File: src/rtl/cr_rd_arbiter.sv
// Credit-based round-robin read arbiter: two address streams share one RAM read port and
// read data returns through per-channel show-ahead FIFOs sized to the credit count.
module cr_rd_arbiter #(
  parameter int unsigned CREDITS    = 4,
  parameter int unsigned RD_LATENCY = 1
) (
  input  logic        clk,
  input  logic        reset_p,
  input  logic [7:0]  s0_tdata,
  input  logic        s0_tvalid,
  output logic        s0_tready,
  input  logic [7:0]  s1_tdata,
  input  logic        s1_tvalid,
  output logic        s1_tready,
  output logic        ram_rd_en,
  output logic [7:0]  ram_rd_addr,
  input  logic [15:0] ram_rd_data,
  output logic [15:0] m0_tdata,
  output logic        m0_tvalid,
  input  logic        m0_tready,
  output logic [15:0] m1_tdata,
  output logic        m1_tvalid,
  input  logic        m1_tready,
  output logic        fifo0_overflow,
  output logic        fifo1_overflow
);
  localparam int unsigned CW = $clog2(CREDITS + 1);
  localparam int unsigned PW = $clog2(CREDITS);
  localparam logic [CW-1:0] CreditMax = CW'(CREDITS);
  localparam logic [PW-1:0] PtrLast   = PW'(CREDITS - 1);

  logic [1:0]            s_valid, m_ready, m_valid, elig, gnt, push, pop, wr_en;
  logic [CW-1:0]         credit_q [2];
  logic [CW-1:0]         count_q  [2];
  logic [PW-1:0]         wr_ptr_q [2];
  logic [PW-1:0]         rd_ptr_q [2];
  logic [15:0]           mem_q    [2][CREDITS];
  logic [15:0]           head     [2];
  logic                  last_grant_q;
  logic [RD_LATENCY-1:0] tag_vld_q, tag_ch_q;
  logic [1:0]            ovf_q;

  assign s_valid = {s1_tvalid, s0_tvalid};
  assign m_ready = {m1_tready, m0_tready};

  always_comb begin
    for (int c = 0; c < 2; c++) begin
      elig[c]    = s_valid[c] && (credit_q[c] != '0);
      m_valid[c] = !reset_p && (count_q[c] != '0);
      pop[c]     = m_valid[c] && m_ready[c];
      push[c]    = tag_vld_q[RD_LATENCY-1] && (tag_ch_q[RD_LATENCY-1] == 1'(c));
      // A full FIFO still accepts a push when the head leaves in the same cycle.
      wr_en[c]   = push[c] && ((count_q[c] != CreditMax) || pop[c]);
      head[c]    = m_valid[c] ? mem_q[c][rd_ptr_q[c]] : 16'h0000;
    end
  end

  // last_grant_q = 1 means channel 1 was served last, so channel 0 wins a tie.
  always_comb begin
    gnt = 2'b00;
    if (!reset_p) begin
      if (elig == 2'b11) gnt = last_grant_q ? 2'b01 : 2'b10;
      else               gnt = elig;
    end
  end

  assign s0_tready      = gnt[0];
  assign s1_tready      = gnt[1];
  assign ram_rd_en      = |gnt;
  assign ram_rd_addr    = gnt[1] ? s1_tdata : (gnt[0] ? s0_tdata : 8'h00);
  assign m0_tvalid      = m_valid[0];
  assign m1_tvalid      = m_valid[1];
  assign m0_tdata       = head[0];
  assign m1_tdata       = head[1];
  assign fifo0_overflow = ovf_q[0];
  assign fifo1_overflow = ovf_q[1];

  always_ff @(posedge clk) begin
    if (reset_p) begin
      last_grant_q <= 1'b1;
      tag_vld_q    <= '0;
      tag_ch_q     <= '0;
      ovf_q        <= '0;
      for (int c = 0; c < 2; c++) begin
        credit_q[c] <= CreditMax;
        count_q[c]  <= '0;
        wr_ptr_q[c] <= '0;
        rd_ptr_q[c] <= '0;
      end
    end else begin
      if (|gnt) last_grant_q <= gnt[1];
      tag_vld_q[0] <= |gnt;
      tag_ch_q[0]  <= gnt[1];
      for (int i = 1; i < RD_LATENCY; i++) begin
        tag_vld_q[i] <= tag_vld_q[i-1];
        tag_ch_q[i]  <= tag_ch_q[i-1];
      end
      for (int c = 0; c < 2; c++) begin
        if (gnt[c] != pop[c]) begin
          credit_q[c] <= gnt[c] ? credit_q[c] - 1'b1 : credit_q[c] + 1'b1;
        end
        if (wr_en[c] != pop[c]) begin
          count_q[c] <= wr_en[c] ? count_q[c] + 1'b1 : count_q[c] - 1'b1;
        end
        if (wr_en[c]) wr_ptr_q[c] <= (wr_ptr_q[c] == PtrLast) ? '0 : wr_ptr_q[c] + 1'b1;
        if (pop[c])   rd_ptr_q[c] <= (rd_ptr_q[c] == PtrLast) ? '0 : rd_ptr_q[c] + 1'b1;
        if (push[c] && !wr_en[c]) ovf_q[c] <= 1'b1;
      end
    end
  end

  always_ff @(posedge clk) begin
    for (int c = 0; c < 2; c++) begin
      if (wr_en[c] && !reset_p) mem_q[c][wr_ptr_q[c]] <= ram_rd_data;
    end
  end

endmodule

File: config.mk
export PLATFORM = sky130hd
export DESIGN_NAME = cr_rd_arbiter
export DESIGN_NICKNAME = d
export VERILOG_FILES = /design/src/rtl/cr_rd_arbiter.sv
export SDC_FILE = /design/constraint.sdc
export NUM_CORES = 1
export LEC_CHECK = 0
export CAP_MARGIN = 40
export CORE_ASPECT_RATIO = 1.2
export CORE_MARGIN = 4
export CORE_UTILIZATION = 35
export DETAILED_ROUTE_END_ITERATION = 8
export GPL_ROUTABILITY_DRIVEN = 0
export PLACE_DENSITY = 0.68
export SETUP_SLACK_MARGIN = 0.3
export SYNTH_ARGS = -nofsm -noshare
export SYNTH_HDL_FRONTEND = slang
export SYNTH_SLANG_ARGS = --single-unit
File: constraint.sdc
create_clock -name clk -period 2.3 [get_ports clk]
set_input_delay 0.23 -clock clk [delete_from_list [all_inputs] [get_ports clk]]
set_output_delay 0.23 -clock clk [all_outputs]
set_load 0.1 [all_outputs]
---- Word-level counts from Yosys, hierarchy flattened ----
Memories as Yosys holds them, arrays and structs flattened.
Index checks and enable logic that the tools add are counted.
operators by class
  $mul .................................... 0
  shift-type cells ........................ 0
  equal/unequal tests ..................... 11
  mux-type cells .......................... 66
  reduce and logical (&&, ||, !) cells .... 27
  order comparisons ....................... 6
  bitwise logic cells ..................... 13
  divide/modulo/power cells ............... 0
  $add $sub $neg .......................... 12
operator list
  kind                                                count
  two-way mux 64 bit                                  4
  two-way mux 16 bit                                  8
  binary-select mux 16 bit (select 2 bit)             2
  demux 16 bit (select 2 bit)                         2
  OR reduction 64 bit                                 1
  two-way mux 1 bit                                   29
  two-way mux 3 bit                                   8
  two-way mux 2 bit                                   11
  logical AND 1 bit                                   16
  two-way mux 8 bit                                   2
  adder 3 x 1 -> 3 bit, second input constant         4
  >= comparator 3 bit, second input constant          4
  inverter 2 -> 3 bit                                 4
  nonzero test 3 bit                                  4
  subtractor 3 x 1 -> 3 bit, second input constant    4
  equality test 2 bit, second input constant          5
  adder 2 x 1 -> 2 bit, second input constant         4
  OR 1 bit                                            8
  < comparator 3 x 1 -> 1 bit, second input constant  2
  != test 3 bit, second input constant                2
  != test 1 bit                                       4
  logical NOT 1 bit                                   3
  logical OR 1 bit                                    2
  OR reduction 2 bit                                  1
  inverter 1 bit                                      1
storage, ports and cells
  RAM bits ................................ 148
  bits of input ports ..................... 38
  bits in latches ......................... 0
  flip-flop bits (word level) ............. 5
  word-level logic and storage cells ...... 145
  memories ................................ 5
  output and inout port bits .............. 47
  ROM bits ................................ 0
memories
  memory    words  width  rd ports  clocked after memory_dff  wr ports  RTL line  source
  mem_q     2      64     2         0                         1         37        logic [15:0] mem_q [2][CREDITS];
  count_q   2      3      2         0                         2         34        logic [CW-1:0] count_q [2];
  credit_q  2      3      2         0                         2         33        logic [CW-1:0] credit_q [2];
  rd_ptr_q  2      2      2         0                         2         36        logic [PW-1:0] rd_ptr_q [2];
  wr_ptr_q  2      2      2         0                         2         35        logic [PW-1:0] wr_ptr_q [2];

---- Longest topological paths before layout ----
Gate-level depths: netlist of run 1.
  word-level depth ........................ 10
  mapped depth ............................ 10
  gate-level depth less buffers ........... 8

---- Worst setup path after synthesis of run 1 ----
OpenSTA, ideal clock, no wires.
  path kind ............................... register -> output
  start ................................... memory count_q[0][0] in the netlist's numbering
  end ..................................... output m0_tdata[10]
  path buffers ............................ 2
  data arrival time ....................... 2.467 ns
  data required time ...................... 2.070 ns
  slack ................................... -0.397 ns
  stages on the path, launching flop included .. 6
  cell sequence ........................... edfxtp_1 nor3_1 or2_2 clkbuf_1 clkbuf_1 nor2b_1
RTL lines
  element             RTL line  source
  start: declaration  34
  end: declaration    18        output logic [15:0] m0_tdata,

==> metrics.txt, run 1 <==
Final Net Count 560; Antenna Violating Nets Remaining 0; worst-path maximum fanout 5; sw power 0.00347 W; die area 20900 sq um; hold path startpoint ovf_q[0]; Sw Share 33.6%; clock-pin slew on the worst setup and hold paths 0.06 ns; post-route minimum period 2.25 ns; Fin Clk Skew 0.00906 ns; post-synth net total 418; Max Slew Vio Count 0; number of port buffers 84; row count 54; Critical Path AT 2.02 ns; Syn Area/Cell 17.8 sq um; #FFs+latches synth 153; Worst R2R End credit_q[0][5]; first-pass GRT wire length 21400 um; most common cell in the netlist edfxtp_1; FF-to-FF Start credit_q[0][0]; Synth warnings 0; Worst Path Required 2.07 ns; Total Routing Usage GR 13.5%; Power Dens Cells 1060 nW/um^2; worst reg2reg path depth 9; VDD IR max 542 uV; Fill cells 1390; pin count of the biggest net entering global routing 18; final instance area 9780 sq um; Distinct cells, synth 44; initial antenna violation count 1; outcome finished, final reports clean; ys flop type edfxtp_1; die height 158 um; Post-DP HPWL 8860 um; unrepaired setup endpoints after global routing true; Post-synth ARST share 0%; CTS sink count 153; layout cells sized above 1 44.5%; CTS Hold Bufs 0; Hold Path Depth 2; htree depth 4; deepest clock path buffer count 2; Root Driver clkbuf_16; HP Class flip-flop to flip-flop; Synth Instances 366; TNS Setup 0 ns; sequential share of power 32.5%; top cells by area, synth edfxtp_1, mux4_2, nor2b_1, ha_1, dfxtp_1; final core utilization 53.6%; Placed Instance Area 8580 sq um; Die Width 133 um; Hold EP ovf_q[0]; critical path startpoint category flip-flop; R2R Setup Slk 0.08 ns; number of buffers created by CTS 17; synthesized area 6530 sq um; Period Utilization, post-route 97.9%; Starting DRT DRC Count 200; Fin Hold WS 0.510 ns; initial core utilization 35.8%; Static Leak 3.57 nW; Worst-Margin Slew 0.491 ns; WS Path Type flip-flop to output port; Layout area overhead 49.7%; routed vias 3644; vias in the first global route 3963; I/O pin cnt 85; CTS tree built; drt pass-1 iters 4; final hold vios 0; clk_lat worst skew 0.41 ns; WL final 13500 um; Vias per Instance 4.89; combinational share of power 38.8%; # diodes 0; final setup vio count 0; GRT overflow 0; DRC 0; sequential area share after synthesis 69.6%; total of max-cap violations 0; post-synth top area share 68.1%; EDFF count, synth 148; CP Capture Type output port; Peak Freq 0.444 GHz; Slew HR 67.2%; clock power share 28.6%; commonest cells in the netlist edfxtp_1, nor2b_1, mux4_2, nor2_1, inv_1; internal power 0.00687 W; post-synth top area cell edfxtp_1; core area 18200 sq um; WL per Instance 18.2 um
## registers in the layout (all words and copies together) (netlist names)
signal	cells
mem_q	128
tag_vld_q	1
ovf_q	2
count_q	6
last_grant_q	1
wr_ptr_q	4
rd_ptr_q	4
tag_ch_q	1
credit_q	6
## how the worst max path moves through the flow
stage,from,end,slack (ns),cells past startpoint
after CTS,count_q[0][0],m0_tvalid,0.04,5
after detailed placement,reset_p,credit_q[0][2],0.01,10
final,credit_q[0][0],ram_rd_addr[2],0.05,7
after floorplan,count_q[0][3],m1_tdata[0],-0.20,4
after global routing,credit_q[0][1],ram_rd_addr[4],-0.04,7
after global placement,s0_tvalid,credit_q[0][5],0.07,9
## routing by layer
metal	vias to the layer above	part of all wire, %	track usage [%]
li1	1691	-	-
met1	1829	41	15.8
met2	105	53	24.0
met3	17	5.1	4.48
met4	2	1.0	3.91
met5	-	0.096	0
## timing repair
| item | in CTS | in global routing |
|---|---|---|
| setup endpoints to repair | 47 | 57 |
| cloned | 3 | 1 |
| gates resized for setup | 31 | 27 |
| buffers inserted | 15 | 11 |
| hold endpoints to repair | 0 | 0 |
| pin swaps | 17 | 5 |
## through the flow
stage | cells | total power, W | setup slack (ns)
floorplan | 366 | 0.00576 | -0.204
global placement | 683 | 0.00690 | 0.0660
detailed placement | 683 | 0.00696 | 0.0114
CTS | 733 | 0.0102 | 0.0356
global route | 745 | 0.0108 | -0.0415
finish | 745 | 0.0103 | 0.0484
## area by class of cell
type / instances / area [sq um] / share of cell area (%)
clock buffer: 18 / 429 / 4.39
timing repair buffer: 140 / 2040 / 20.8
sequential: 153 / 4540 / 46.5
clock inverter: 14 / 208 / 2.12
tap: 224 / 280 / 2.87
inverter: 13 / 63.8 / 0.653
multi-input combinational: 183 / 2210 / 22.6
## logic make-up (layout without fill, tap and decap cells)
logic type | Yosys count | after routing | synth area share [%]
buf+inv | 30 | 185 | 2.15
mux | 34 | 34 | 11.3
flops | 153 | 153 | 69.6
simple gates | 99 | 99 | 9.03
compound gates | 26 | 26 | 3.51
xor+xnor | 10 | 10 | 1.34
fa+ha+maj | 14 | 14 | 3.03
## critical path: stages, from the launching register on
cell      delay, ns
edfxtp_1       0.41
o31a_1         0.32
a21o_4         0.23
nor2_4         0.12
buf_6          0.12
buf_12         0.10
a22o_4         0.14
buf_12         0.17
## cells in the final DEF (no fill, tap or decap), types with 3 or more instances in the layout
cell / synthesis / final
xor2_1: 5 / 5
edfxtp_1: 148 / 148
a21oi_1: 4 / 3
buf_12: 0 / 63
nor3b_1: 4 / 4
and2_1: 9 / 9
clkdlybuf4s50_1: 0 / 37
nor2b_4: 0 / 32
buf_6: 1 / 6
nor3_1: 6 / 5
a22o_4: 0 / 8
clkbuf_16: 0 / 18
ha_1: 11 / 11
clkinv_4: 0 / 4
buf_4: 3 / 30
dfxtp_1: 5 / 5
nand2_1: 6 / 6
inv_6: 0 / 6
xnor2_1: 5 / 3
bufinv_16: 0 / 4
mux4_2: 32 / 32
nor2_1: 22 / 22
nand2b_4: 3 / 3
inv_1: 13 / 11
## power by group through the flow
stage               registers (W)  clock network (W)  logic, W
finish                    0.00336            0.00296   0.00401
CTS                       0.00337            0.00301   0.00379
global placement          0.00344                  0   0.00346
floorplan                 0.00342                  0   0.00234
global route              0.00338            0.00316   0.00421
detailed placement        0.00345                  0   0.00351
No activity file was read; power rests on OpenSTA's default activity.
==> inputs of run 2 (changes only) <==
clock period = 1.9 ns   (was 2.3 ns; I/O delays follow)
==> run 2 against run 1 <==
- the flow now finishes with violations (negative setup slack)
- cell area is 8.6% higher
- flip-flop and latch count stayed put
- routed wire length is 22% higher
- register-to-register slack worse by 0.32 ns
- via count is 9.3% higher
- count of clock-buffer cells in the layout stayed put
- first-iteration DRC count is 14% higher
- critical path depth is 1 lower
- global-route usage is 2.7 points higher
==> metrics.txt, run 2 (synthesis results as in run 1) <==
Total Routing Usage GR 16.2%; clk_lat worst skew 0.42 ns; deepest clock path buffer count 2; Worst Path Required 1.71 ns; worst-path maximum fanout 5; Power Dens Cells 1250 nW/um^2; WS Path Type flip-flop to output port; I/O pin cnt 85; GRT overflow 0; worst setup margin -0.312 ns; Slew HR 70.8%; clock power share 25.8%; Fill cells 1307; WL per Instance 20.7 um; routed vias 3984; combinational share of power 43.5%; number of buffers created by CTS 17; internal power 0.00874 W; unrepaired setup endpoints after global routing true; Starting DRT DRC Count 229; most common cell after layout, fill and taps aside edfxtp_1; hold path startpoint reset_p; most frequent cells in the layout edfxtp_1, buf_12, buf_4, clkdlybuf4s50_1; pin count of the biggest net entering global routing 18; CTS tree built; layout cells sized above 1 57.6%; vias in the first global route 4366; htree depth 4; Root Driver clkbuf_16; critical path startpoint category flip-flop; row count 54; VDD IR max 722 uV; Worst-Margin Slew 0.433 ns; initial core utilization 35.8%; Fin Clk Skew 0.00950 ns; Crit. Startpoint rd_ptr_q[0][2]; TNS Setup -11.55 ns; Max Slew Vio Count 0; DRC 0; core area 18200 sq um; final hold vios 0; sequential share of power 30.7%; first-pass GRT wire length 25300 um; Period Utilization, post-route 116%; Static Leak 3.92 nW; Peak Freq 0.452 GHz; Final Net Count 612; die height 158 um; Die Width 133 um; HP Class input port to flip-flop; Antenna Violating Nets Remaining 0; FF-to-FF Start credit_q[0][4]; failing checks negative setup slack; Vias per Instance 5.00; Post-DP HPWL 9330 um; final setup vio count 113; total of max-cap violations 0; Place WS -0.306 ns; CTS Hold Bufs 0; Largest register FFs 128; Critical Path AT 2.02 ns; Sw Share 34.2%; clock-pin slew on the worst setup and hold paths 0.07 ns; CP Capture Type output port; drt pass-1 iters 4; # diodes 0; number of port buffers 84; CTS sink count 153; sw power 0.00454 W; final core utilization 58.2%; initial antenna violation count 0; outcome finished, violations left; die area 20900 sq um; Layout area overhead 62.6%; WL final 16500 um; post-route minimum period 2.21 ns
-- run 2: timing repair --
action / 4_1_cts / 5_1_grt
resized for setup: 67 / 53
setup endpoints to repair: 205 / 208
cloned: 11 / 0
pin swaps: 29 / 32
buffers inserted: 38 / 14
-- run 2: cell type report --
class	count	area [sq um]	area share, %
Clock buffer	18	429	4.04
Sequential cell	153	4540	42.8
Multi-Input combinational cell	183	2430	22.9
Clock inverter	14	171	1.61
Timing Repair Buffer	192	2700	25.4
Inverter	13	61.3	0.577
Tap cell	224	280	2.64
-- run 2: final timing paths --
| check | endpoint | slack (ns) | cells after the start |
|---|---|---|---|
| worst max-delay path | m1_tdata[10] | -0.31 | 6 |
| worst min-delay path | tag_vld_q | 0.26 | 3 |
| worst max register to register | credit_q[0][2] | -0.24 | 8 |
| worst min register to register | ovf_q[1] | 0.51 | 2 |
-- run 2: layer usage --
layer  track usage [%]  up-vias  part of all wire (%)
li1                  -     1800                     -
met1              18.2     2038                    38
met5                 0        -                     0
met3              4.26       19                   5.2
met4              4.65        0                   1.6
met2              30.5      127                    55
-- run 2: worst max-delay path: stages, from the launching register on --
cell      delay [ns]
edfxtp_1        0.43
buf_6           0.16
buf_12          0.12
buf_12          0.13
mux4_2          0.45
nor2b_4         0.16
buf_12          0.16
-- run 2: metrics by stage --
stage          total power [W]  cells  hold WS (ns)  area, sq um
2_1_floorplan          0.00730    366         0.289         7010
3_3_place_gp           0.00864    702         0.486         8800
3_5_place_dp           0.00872    702         0.466         8800
4_1_cts                 0.0129    783         0.500        10300
5_1_grt                 0.0137    797         0.282        10600
6_report                0.0133    797         0.256        10600
-- run 2: power by group through the flow --
| stage | clock network (W) | logic (W) | registers (W) |
|---|---|---|---|
| 2_1_floorplan | 0 | 0.00314 | 0.00416 |
| 4_1_cts | 0.00346 | 0.00533 | 0.00407 |
| 5_1_grt | 0.00364 | 0.00600 | 0.00409 |
| 6_report | 0.00343 | 0.00577 | 0.00407 |
| 3_5_place_dp | 0 | 0.00457 | 0.00415 |
| 3_3_place_gp | 0 | 0.00450 | 0.00413 |
==> inputs of run 3 (changes only) <==
ABC_CLOCK_PERIOD_IN_PS = 1900   (was not set)
==> results of run 3 <==
The final DEF is identical to that of run 2; final timing and power are the same.
